<file path="config.mk">
export PLATFORM = sky130hd
export DESIGN_NAME = i2c_target_core
export DESIGN_NICKNAME = d
export VERILOG_FILES = /design/src/rtl/i2c_target_core.sv
export SDC_FILE = /design/constraint.sdc
export NUM_CORES = 1
export LEC_CHECK = 0
export CAP_MARGIN = 25
export CORE_MARGIN = 2
export CORE_UTILIZATION = 49
export DETAILED_ROUTE_END_ITERATION = 8
export HOLD_SLACK_MARGIN = 0.06
export PLACE_DENSITY = 0.83
export SLEW_MARGIN = 0
export SYNTH_ARGS = -nofsm -noshare
export SYNTH_HDL_FRONTEND = slang
export SYNTH_SLANG_ARGS = --single-unit
</file>
<file path="constraint.sdc">
create_clock -name clk -period 2 [get_ports clk]
set_input_delay 0.4 -clock clk [delete_from_list [all_inputs] [get_ports clk]]
set_output_delay 0.4 -clock clk [all_outputs]
set_load 0.005 [all_outputs]
</file>
<file path="src/rtl/i2c_target_core.sv">
// I2C target byte engine: oversampled START/STOP detection, 7-bit address match,
// write-byte delivery to user logic and read-byte fetch from it (no clock stretching).
`timescale 1ns/1ps
module i2c_target_core #(
    parameter logic [6:0] DEV_ADDR    = 7'h42,
    parameter int         SYNC_STAGES = 2
) (
    input  logic       clk,
    input  logic       reset,
    input  logic       scl_i,
    input  logic       sda_i,
    output logic       sda_oe,
    output logic [7:0] rx_data,
    output logic       rx_valid,
    input  logic       rx_ack_en,
    input  logic [7:0] tx_data,
    output logic       tx_load,
    output logic       busy,
    output logic       rd_mode,
    output logic       start_det,
    output logic       stop_det,
    output logic       nack_seen
);

    typedef enum logic [2:0] {
        ST_IDLE,
        ST_ADDR,
        ST_ADDR_ACK,
        ST_WR_DATA,
        ST_WR_ACK,
        ST_RD_DATA,
        ST_RD_MACK,
        ST_WAIT_STOP
    } state_t;

    // Synchronizers reset to the idle-bus level so reset release never looks like an edge
    logic [SYNC_STAGES-1:0] scl_sync_reg;
    logic [SYNC_STAGES-1:0] sda_sync_reg;
    logic                   scl_hist_reg;
    logic                   sda_hist_reg;

    always_ff @(posedge clk or posedge reset) begin
        if (reset) begin
            scl_sync_reg <= '1;
            sda_sync_reg <= '1;
            scl_hist_reg <= 1'b1;
            sda_hist_reg <= 1'b1;
        end else begin
            scl_sync_reg <= {scl_sync_reg[SYNC_STAGES-2:0], scl_i};
            sda_sync_reg <= {sda_sync_reg[SYNC_STAGES-2:0], sda_i};
            scl_hist_reg <= scl_sync_reg[SYNC_STAGES-1];
            sda_hist_reg <= sda_sync_reg[SYNC_STAGES-1];
        end
    end

    logic scl_s;
    logic sda_s;
    logic scl_rise;
    logic scl_fall;
    logic start_cond;
    logic stop_cond;

    assign scl_s      = scl_sync_reg[SYNC_STAGES-1];
    assign sda_s      = sda_sync_reg[SYNC_STAGES-1];
    assign scl_rise   = scl_s & ~scl_hist_reg;
    assign scl_fall   = ~scl_s & scl_hist_reg;
    assign start_cond = scl_s & sda_hist_reg & ~sda_s;
    assign stop_cond  = scl_s & ~sda_hist_reg & sda_s;

    state_t     state_reg,     state_next;
    logic [2:0] bit_cnt_reg,   bit_cnt_next;
    logic [7:0] shift_reg,     shift_next;
    logic [7:0] tx_shift_reg,  tx_shift_next;
    logic [7:0] rx_data_reg,   rx_data_next;
    logic       ack_en_reg,    ack_en_next;
    logic       phase_reg,     phase_next;
    logic       sda_oe_reg,    sda_oe_next;
    logic       busy_reg,      busy_next;
    logic       rd_mode_reg,   rd_mode_next;
    logic       rx_valid_reg,  rx_valid_next;
    logic       tx_load_reg,   tx_load_next;
    logic       start_det_reg, start_det_next;
    logic       stop_det_reg,  stop_det_next;
    logic       nack_seen_reg, nack_seen_next;
    logic [7:0] shift_in;

    assign shift_in = {shift_reg[6:0], sda_s};

    always_ff @(posedge clk or posedge reset) begin
        if (reset) begin
            state_reg     <= ST_IDLE;
            bit_cnt_reg   <= 3'd0;
            shift_reg     <= 8'h00;
            tx_shift_reg  <= 8'h00;
            rx_data_reg   <= 8'h00;
            ack_en_reg    <= 1'b0;
            phase_reg     <= 1'b0;
            sda_oe_reg    <= 1'b0;
            busy_reg      <= 1'b0;
            rd_mode_reg   <= 1'b0;
            rx_valid_reg  <= 1'b0;
            tx_load_reg   <= 1'b0;
            start_det_reg <= 1'b0;
            stop_det_reg  <= 1'b0;
            nack_seen_reg <= 1'b0;
        end else begin
            state_reg     <= state_next;
            bit_cnt_reg   <= bit_cnt_next;
            shift_reg     <= shift_next;
            tx_shift_reg  <= tx_shift_next;
            rx_data_reg   <= rx_data_next;
            ack_en_reg    <= ack_en_next;
            phase_reg     <= phase_next;
            sda_oe_reg    <= sda_oe_next;
            busy_reg      <= busy_next;
            rd_mode_reg   <= rd_mode_next;
            rx_valid_reg  <= rx_valid_next;
            tx_load_reg   <= tx_load_next;
            start_det_reg <= start_det_next;
            stop_det_reg  <= stop_det_next;
            nack_seen_reg <= nack_seen_next;
        end
    end

    // phase_reg marks the second half of a two-fall step (ACK driven / byte complete)
    always_comb begin
        state_next     = state_reg;
        bit_cnt_next   = bit_cnt_reg;
        shift_next     = shift_reg;
        tx_shift_next  = tx_shift_reg;
        rx_data_next   = rx_data_reg;
        ack_en_next    = ack_en_reg;
        phase_next     = phase_reg;
        sda_oe_next    = sda_oe_reg;
        busy_next      = busy_reg;
        rd_mode_next   = rd_mode_reg;
        rx_valid_next  = 1'b0;
        tx_load_next   = 1'b0;
        start_det_next = 1'b0;
        stop_det_next  = 1'b0;
        nack_seen_next = 1'b0;

        if (start_cond) begin
            state_next     = ST_ADDR;
            bit_cnt_next   = 3'd0;
            phase_next     = 1'b0;
            sda_oe_next    = 1'b0;
            busy_next      = 1'b0;
            start_det_next = 1'b1;
        end else if (stop_cond) begin
            state_next    = ST_IDLE;
            bit_cnt_next  = 3'd0;
            phase_next    = 1'b0;
            sda_oe_next   = 1'b0;
            busy_next     = 1'b0;
            stop_det_next = 1'b1;
        end else begin
            case (state_reg)
                ST_ADDR: begin
                    if (scl_rise) begin
                        shift_next   = shift_in;
                        bit_cnt_next = bit_cnt_reg + 3'd1;
                        if (bit_cnt_reg == 3'd7) begin
                            if (shift_in[7:1] == DEV_ADDR) begin
                                rd_mode_next = shift_in[0];
                                busy_next    = 1'b1;
                                state_next   = ST_ADDR_ACK;
                            end else begin
                                state_next = ST_WAIT_STOP;
                            end
                        end
                    end
                end
                ST_ADDR_ACK: begin
                    if (scl_fall) begin
                        if (!phase_reg) begin
                            sda_oe_next = 1'b1;
                            phase_next  = 1'b1;
                        end else begin
                            phase_next  = 1'b0;
                            sda_oe_next = 1'b0;
                            if (rd_mode_reg) begin
                                tx_shift_next = tx_data;
                                tx_load_next  = 1'b1;
                                sda_oe_next   = ~tx_data[7];
                                state_next    = ST_RD_DATA;
                            end else begin
                                state_next = ST_WR_DATA;
                            end
                        end
                    end
                end
                ST_WR_DATA: begin
                    if (scl_rise && !phase_reg) begin
                        shift_next   = shift_in;
                        bit_cnt_next = bit_cnt_reg + 3'd1;
                        if (bit_cnt_reg == 3'd7) begin
                            rx_data_next  = shift_in;
                            rx_valid_next = 1'b1;
                            ack_en_next   = rx_ack_en;
                            phase_next    = 1'b1;
                        end
                    end else if (scl_fall && phase_reg) begin
                        sda_oe_next = ack_en_reg;
                        phase_next  = 1'b0;
                        state_next  = ST_WR_ACK;
                    end
                end
                ST_WR_ACK: begin
                    if (scl_fall) begin
                        sda_oe_next = 1'b0;
                        state_next  = ack_en_reg ? ST_WR_DATA : ST_WAIT_STOP;
                    end
                end
                ST_RD_DATA: begin
                    if (scl_fall) begin
                        bit_cnt_next = bit_cnt_reg + 3'd1;
                        if (bit_cnt_reg == 3'd7) begin
                            sda_oe_next = 1'b0;
                            state_next  = ST_RD_MACK;
                        end else begin
                            sda_oe_next   = ~tx_shift_reg[6];
                            tx_shift_next = {tx_shift_reg[6:0], 1'b0};
                        end
                    end
                end
                ST_RD_MACK: begin
                    if (scl_rise && !phase_reg) begin
                        if (sda_s) begin
                            nack_seen_next = 1'b1;
                            state_next     = ST_WAIT_STOP;
                        end else begin
                            phase_next = 1'b1;
                        end
                    end else if (scl_fall && phase_reg) begin
                        phase_next    = 1'b0;
                        tx_shift_next = tx_data;
                        tx_load_next  = 1'b1;
                        sda_oe_next   = ~tx_data[7];
                        state_next    = ST_RD_DATA;
                    end
                end
                ST_WAIT_STOP: begin
                    sda_oe_next = 1'b0;
                end
                default: begin
                end
            endcase
        end
    end

    assign sda_oe    = sda_oe_reg;
    assign rx_data   = rx_data_reg;
    assign rx_valid  = rx_valid_reg;
    assign tx_load   = tx_load_reg;
    assign busy      = busy_reg;
    assign rd_mode   = rd_mode_reg;
    assign start_det = start_det_reg;
    assign stop_det  = stop_det_reg;
    assign nack_seen = nack_seen_reg;

endmodule
</file>
# After elaboration in Yosys (flattened, before gate mapping)
# Index checks and enable logic that the tools add are counted.
[classes]
add_sub_neg = 1
mux = 85
n_eq_ne = 34
bitwise = 14
n_reduce_logical = 22
[ops]
columns = ["cell", "n"]
rows = [
  ["$mux 3", 22],
  ["$mux 7", 9],
  ["$ne 4x4->1 const B", 12],
  ["$mux 1", 47],
  ["$pmux 7 s3", 1],
  ["$ne 5x5->1 const B", 4],
  ["$ne 2x2->1 const B", 9],
  ["$pmux 3 s6", 1],
  ["$reduce_bool 8->1", 2],
  ["$eq 3x3->1 const B", 5],
  ["$reduce_bool 3->1", 5],
  ["$pmux 7 s2", 1],
  ["$reduce_and 12->1", 1],
  ["$reduce_and 4->1", 3],
  ["$reduce_and 10->1", 1],
  ["$reduce_and 5->1", 2],
  ["$reduce_bool 5->1", 2],
  ["$pmux 3 s3", 1],
  ["$not 1->1", 8],
  ["$reduce_and 8->1", 1],
  ["$eq 7x7->1 const B", 1],
  ["$and 1x1->1", 6],
  ["$eq 3x2->1 const B", 2],
  ["$pmux 1 s6", 1],
  ["8 further kinds", 9],
]
[totals]
output_inout_bits = 16
reg_bits = 44
word_cells = 175

# Logic depth before layout (Yosys ltp)
# Gate-level depths: netlist (run 1).
[logic_depth]
word_depth = 8
depth_mapped = 8
mapped_depth_nobuf = 7

# Worst setup path after synthesis (run 1)
# OpenSTA, ideal clock, no wires.
[synth_timing]
kind = "reg2reg"
from = "reg scl_sync_reg[1]"
to = "reg shift_reg[1]"
slack_ns = 0.065
arrival_ns = 1.811
synth_period_minus_slack_ns = 1.935
t_required_ns = 1.875
path_buffers = 1
setup_time_ns = 0.125
stages_incl_launch_ff = 6
cell_sequence = "dfstp_2 -> or3b_1 -> a211oi_1 -> and2_1 -> buf_4 -> mux2_2"
[synth_via]
elab_chain_cells = 4
word_cells_on_any_way = 11
[synth_lines]
columns = ["item", "line", "text"]
rows = [
  ["start: declaration", "37", "logic [SYNC_STAGES-1:0] scl_sync_reg;"],
  ["start signal: assignment", "49", "scl_sync_reg <= {scl_sync_reg[SYNC_STAGES-2:0], scl_i};"],
  ["$and 1x1->1, on equally long branches", "65, 67, 68", ""],
  ["$logic_and 1x1->1, or another cell as far along", "194", "if (scl_rise && !phase_reg) begin"],
  ["$ne 2x2->1 (no line) or $not 1->1 (tied branches)", "-", ""],
  ["$reduce_and 5->1 (no line) (*)", "-", ""],
  ["end signal: assignment", "109", "shift_reg <= shift_next;"],
  ["end: declaration", "72", "logic [7:0] shift_reg, shift_next;"],
]
# Mark *: on every way between the ends. The rest lies on a longest branch, timed or not.
# A chain may end at the register's enable or synchronous reset.

# Final worst setup path (run 1)
[layout_timing]
from = "reg scl_sync_reg[1]"
to = "reg state_reg[0]"
[layout_via]
elab_chain_cells = 6
word_cells_on_any_way = 26
[layout_lines]
columns = ["item", "line", "text"]
rows = [
  ["$and 1x1->1", "65", "assign scl_rise = scl_s & ~scl_hist_reg;"],
  ["$logic_and 1x1->1", "194, 228", ""],
  ["$mux 3", "228", "if (scl_rise && !phase_reg) begin"],
  ["$pmux 3 s6", "158", "case (state_reg)"],
  ["$mux 3", "150", "end else if (stop_cond) begin"],
  ["$mux 3", "143", "if (start_cond) begin"],
  ["end signal: assignment", "107", "state_reg <= state_next;"],
  ["end: declaration", "70", "state_t state_reg, state_next;"],
]
# Parallel ways exist; a longest one is shown, timed or not.

==> flow_metrics.tcl, run 1 <==
set metrics [dict create \
    max_freq_mhz 509.6 \
    gr-total-overflow 0 \
    drt_iter0_markers 130 \
    antenna_cells 0 \
    reg2reg_to "state_reg[0]" \
    switching_power_mw 1.232 \
    final_cell_mix "38 x dfrtp_1, 28 x clkdlybuf4s50_1, 23 x buf_4" \
    seq_area_frac_synth_pct 48.52 \
    core_area_sq_mm 0.004414 \
    setup_violations 0 \
    largest_reg_flops 8 \
    ys_warn_count 0 \
    numPortBuffers 28 \
    globalplace.congestion 0.9035 \
    required_ns 2.22 \
    r2r_start "scl_sync_reg[1]" \
    dp_hpwl_um 3598 \
    viasPerCell 5.757 \
    use_met3_pct 3.194 \
    cts-hold-fix-buffers 0 \
    mostFrequentLayoutCell "dfrtp_1" \
    fin_cells 321 \
    tightest_slew_ns 0.4467 \
    swShare_pct 36.22 \
    drc 0 \
    fin_skew_ns 0.01007 \
    critPathKind "flop to flop" \
    drive_above_1_share_pct 26.77 \
    fin_area_sq_mm 0.002964 \
    holdPathEnd "sda_sync_reg[1]" \
    cts_tree "yes" \
    chipWidth_um 72.29 \
    clock_latency_ns 0.30 \
    synthArstFlopShare_pct 100.0 \
    grt_pass1_wl_um 8204 \
    pwr-share-comb_pct 42.5 \
    synth_seq_cells 44 \
    period_minus_slack_ns 1.962 \
    grt_use_met2_pct 34.25 \
    post-route-period-util_pct 98.11 \
    grt_usage_pct 20.23 \
    power_density_mw_per_mm2 1147 \
    firstDrtPassIters 4 \
    rsz0062_at_grt "true" \
    clkSlewWorstSetupHoldPaths_ns 0.08 \
    cp-start-kind "flop" \
    die_h_um 72.29 \
    max_cap_viol_count 0 \
    dp_cells 309 \
    ir_worst_vdd_mv 0.8055 \
    clock_sinks 44 \
    regToRegSetupSlack_ns 0.04 \
    dpl_cell_area_sq_mm 0.002769 \
    synth_edf_count 0 \
    die_area_sq_mm 0.005225 \
    grt_busiest_layer "met2" \
    area_delta_synth_final_pct 29.74 \
    ys_types 51 \
    grt_pass1_vias 1760 \
    nets 284 \
    start_util_pct 51.76 \
    avgSynthCellArea_sq_um 10.48 \
    syn_inst 218 \
    rr_worst_depth 6 \
    internal-power_mw 2.169 \
    tns_ns 0 \
    end_kind "flop" \
    worstHoldPathCells 0 \
    p_clk_share_pct 20.6 \
    hp-class "flop to flop" \
    grt_max_degree 45 \
    crit_path_max_fanout 7 \
    synthFlopType "dfrtp_1" \
    finalHoldViolations 0 \
    syn_area_sq_mm 0.002285 \
    finalPower_mw 3.401 \
    vias 1848 \
    final_antenna_net_count 0 \
    totalWireLength_um 5110 \
    min_from "sda_sync_reg[0]" \
    p_leak_nw 1.347 \
    rows 24 \
    post_drt_wl_per_cell_um 15.92 \
    final.fill_count 348 \
    clockBufferDepth 2 \
    slew_headroom_pct 69.97 \
    status "complete, no violations" \
    synth.net_count 234 \
    h-tree-depth 2 \
    io_pins 29 \
    grt_antenna_before_repair 0 \
    cp.arrival_ns 2.19 \
    grt_use_met1_pct 26.78 \
    finalMaxSlewViolations 0 \
    seq_power_share_pct 36.8 \
    cts_root_buf "clkbuf_8" \
    cts_made_buffers 5 \
]
## cell type report
| class | instances | area, sq um | area share [%] |
|---|---|---|---|
| Tap cell | 52 | 65.06 | 2.195 |
| Sequential cell | 44 | 1109 | 37.40 |
| Multi-Input combinational cell | 152 | 1112 | 37.53 |
| Clock inverter | 3 | 46.29 | 1.562 |
| Clock buffer | 5 | 68.82 | 2.322 |
| Inverter | 9 | 33.78 | 1.140 |
| Timing Repair Buffer | 56 | 529.3 | 17.86 |
## power by group through the flow
stage | Sequential, mW | Combinational (mW) | Clock, mW
finish | 1.25 | 1.45 | 0.702
global route | 1.28 | 1.62 | 0.737
CTS | 1.24 | 1.38 | 0.713
floorplan | 1.21 | 1.02 | 0
detailed placement | 1.26 | 1.36 | 0
global placement | 1.25 | 1.32 | 0
## worst max-delay path, cell delays in order (launching register included)
cell and delay [ns]:
dfstp_2 0.57, buf_12 0.11, nor2b_4 0.15, a21boi_2 0.08
or4_1 0.54, a32oi_2 0.23, mux2i_1 0.21
## synthesized netlist by cell type, types with 4 or more instances
cell      instances  area, sq um
mux2_2           15        168.9
mux2i_1          10        100.1
nor2_1           12        45.04
nor3_1            4        20.02
o21ai_0          14        70.07
a211oi_1          4        30.03
dfstp_2           6        157.7
dfrtp_1          38        950.9
inv_1             8        30.03
nor2b_1           5        31.28
nand2_1          17        63.81
buf_2             6        30.03
a21oi_1          13        65.06
## logic make-up after synthesis
logic type | after synthesis | synth area share (%)
buffers and inverters | 22 | 4.928
AND/OR/NAND/NOR | 71 | 17.91
multiplexers | 25 | 11.77
flip-flops | 44 | 48.52
AO/OA/AOI/OAI | 50 | 14.07
adder cells (fa/ha/maj) | 3 | 1.643
XOR/XNOR | 3 | 1.150
## routing by layer
layer | part of all wire (%) | up-vias
met2 | 50 | 56
met1 | 44 | 896
met5 | 0 | -
met4 | 1.0 | 0
li1 | - | 891
met3 | 5.6 | 5
## how the worst max path moves through the flow
stage              endpoint            start  depth (start not counted)  slack (ns)
6_report       state_reg[0]  scl_sync_reg[1]                          6        0.04
5_1_grt             rd_mode     shift_reg[3]                          5       -0.04
4_1_cts        shift_reg[3]  scl_sync_reg[1]                          4       0.008
3_5_place_dp   shift_reg[3]  scl_sync_reg[1]                          4       -0.06
3_3_place_gp   shift_reg[2]  scl_sync_reg[1]                          4       0.007
2_1_floorplan  shift_reg[1]  scl_sync_reg[1]                          5        0.06
## metrics by stage
| stage | util, % | worst slack [ns] | hold WS (ns) |
|---|---|---|---|
| global route | 67.15 | -0.04077 | 0.3678 |
| CTS | 65.53 | 0.007823 | 0.3615 |
| floorplan | - | 0.06471 | 0.3452 |
| finish | 67.15 | 0.03781 | 0.3601 |
| detailed placement | 62.73 | -0.05823 | 0.3491 |
| global placement | 62.73 | 0.007184 | 0.3462 |
## repair_timing
action	CTS	global route
setup endpoints to repair	7	10
pin swaps	0	4
gates resized for setup	2	10
setup buffers	0	4
cloned	0	0
Power figures use the tool's default switching activity.
==> run 2, diff against run 1 <==
Settings changed: CORE_UTILIZATION 49 to 30, PLACE_DENSITY 0.83 to 0.58.
==> run 2 against run 1 <==
Against the previous run: count of clock-buffer cells in the layout did not move; sequential power about the same; combinational power increased by 3%; maximum frequency is 0.80% higher; power rose by 1.6%; die area up 59%; routed wire length rose by 2.9%; via count down 2.7%.
==> flow_metrics.tcl, run 2 (synthesized netlist as in run 1, its figures left out) <==
set metrics [dict create \
    status "complete, no violations" \
    r2r_start "state_reg[2]" \
    finalHoldViolations 0 \
    dpl_worst_slack_ns -0.03172 \
    holdPathEnd "scl_sync_reg[1]" \
    use_met3_pct 3.651 \
    cp-start-kind "flop" \
    largest_reg_flops 8 \
    grt_use_met1_pct 19.48 \
    period_minus_slack_ns 1.947 \
    grt_use_met2_pct 18.77 \
    hp-class "flop to flop" \
    antenna_cells 0 \
    rr_worst_depth 6 \
    p_leak_nw 1.357 \
    drt_iter0_markers 116 \
    fin_skew_ns 0.01255 \
    die_h_um 91.27 \
    grt_max_degree 45 \
    drive_above_1_share_pct 28.47 \
    clkSlewWorstSetupHoldPaths_ns 0.10 \
    grt_antenna_before_repair 0 \
    gr-total-overflow 0 \
    worstHoldPathCells 0 \
    grt_usage_pct 13.05 \
    cts_root_buf "clkbuf_8" \
    start_util_pct 31.17 \
    post-route-util_pct 41.70 \
    post_drt_wl_per_cell_um 14.09 \
    post-route-period-util_pct 97.33 \
    max_cap_viol_count 0 \
    final_antenna_net_count 0 \
    vias 1798 \
    end_kind "flop" \
    power_density_mw_per_mm2 1131 \
    final_cell_mix "38 x dfrtp_1, 29 x buf_4, 28 x clkdlybuf4s50_1" \
    core_area_sq_mm 0.007331 \
    h-tree-depth 2 \
    totalWireLength_um 5256 \
    setup_violations 0 \
    area_delta_synth_final_pct 33.79 \
    required_ns 2.24 \
    crit_path_max_fanout 20 \
    cts_tree "yes" \
    reg2reg_to "state_reg[0]" \
    slew_headroom_pct 68.04 \
    grt_pass1_vias 1706 \
    dp_hpwl_um 3719 \
    finalMaxSlewViolations 0 \
    critPathKind "flop to flop" \
    clock_latency_ns 0.32 \
    clock_sinks 44 \
    grt_busiest_layer "met1" \
    rows 31 \
    mostFrequentLayoutCell "dfrtp_1" \
    nets 289 \
    viasPerCell 4.820 \
    whs_ns 0.3574 \
    ir_worst_vdd_mv 0.4567 \
    drc 0 \
    numPortBuffers 28 \
    die_area_sq_mm 0.008329 \
    io_pins 29 \
    clockBufferDepth 2 \
    max_freq_mhz 513.7 \
    grt_pass1_wl_um 8735 \
    setup_ws_ns 0.05337 \
    cts-hold-fix-buffers 0 \
    min_from "scl_sync_reg[0]" \
    tightest_slew_ns 0.4750 \
    regToRegSetupSlack_ns 0.05 \
    cts_made_buffers 5 \
    chipWidth_um 91.27 \
    cp.arrival_ns 2.19 \
    tns_ns 0 \
    firstDrtPassIters 4 \
    globalplace.congestion 0.8615 \
]
-- run 2: changes by cell type in the layout (fill, tap and decap cells not counted), sizes merged --
cell,delta
clkbuf,-1
inv,-1
buf,+6
clkinv,+1
-- run 2: layer usage --
metal  part of all wire (%)  vias to the layer above
met5                      0                        -
met4                    1.0                        0
met3                    5.1                        6
met2                     44                       42
met1                     49                      856
li1                       -                      894
-- run 2: timing repair --
| item | in CTS | in global routing |
|---|---|---|
| setup endpoints to repair | 7 | 9 |
| gates resized for setup | 2 | 12 |
| hold endpoints to repair | 0 | 0 |
| pin swaps | 0 | 1 |
| setup buffers | 0 | 3 |
-- run 2: how the worst max path moves through the flow --
stage / start / end / slack [ns] / depth (start not counted)
finish: state_reg[2] / state_reg[0] / 0.05 / 6
floorplan: scl_sync_reg[1] / shift_reg[1] / 0.06 / 5
global placement: scl_sync_reg[1] / shift_reg[4] / 0.01 / 4
global route: scl_sync_reg[1] / state_reg[1] / -0.001 / 6
detailed placement: scl_sync_reg[1] / shift_reg[4] / -0.03 / 4
CTS: scl_sync_reg[1] / state_reg[0] / 0.003 / 6
-- run 2: metrics by stage --
step                      cell area [sq um]  std cells  power [mW]
final                                  3057        373       3.456
after CTS                              2984        370       3.402
after global placement                 2860        362       2.638
after floorplan                        2285        218       2.225
after detailed placement               2860        362       2.660
after global routing                   3057        373       3.693
-- run 2: cell type report --
class	instances	area [sq um]
fill	704	4274
clock buffer	5	68.82
clock inverter	3	46.29
inverter	9	33.78
tap	99	123.9
multi-input combinational	152	1115
timing repair buffer	61	560.5
sequential	44	1109
-- run 2: report_power, final --
part / switching, mW / leakage [nW] / internal (mW)
registers: 0.148 / 0.555 / 1.09
clock network: 0.352 / 0.0548 / 0.377
logic: 0.742 / 0.747 / 0.747
total: 1.24 / 1.36 / 2.21
-- run 2: worst max-delay path, stage by stage (launching register included) --
cell and delay (ns):
dfrtp_1 0.41, buf_6 0.20, inv_2 0.09, and3_1 0.18, or4_4 0.54, a32oi_2 0.23
mux2i_1 0.22
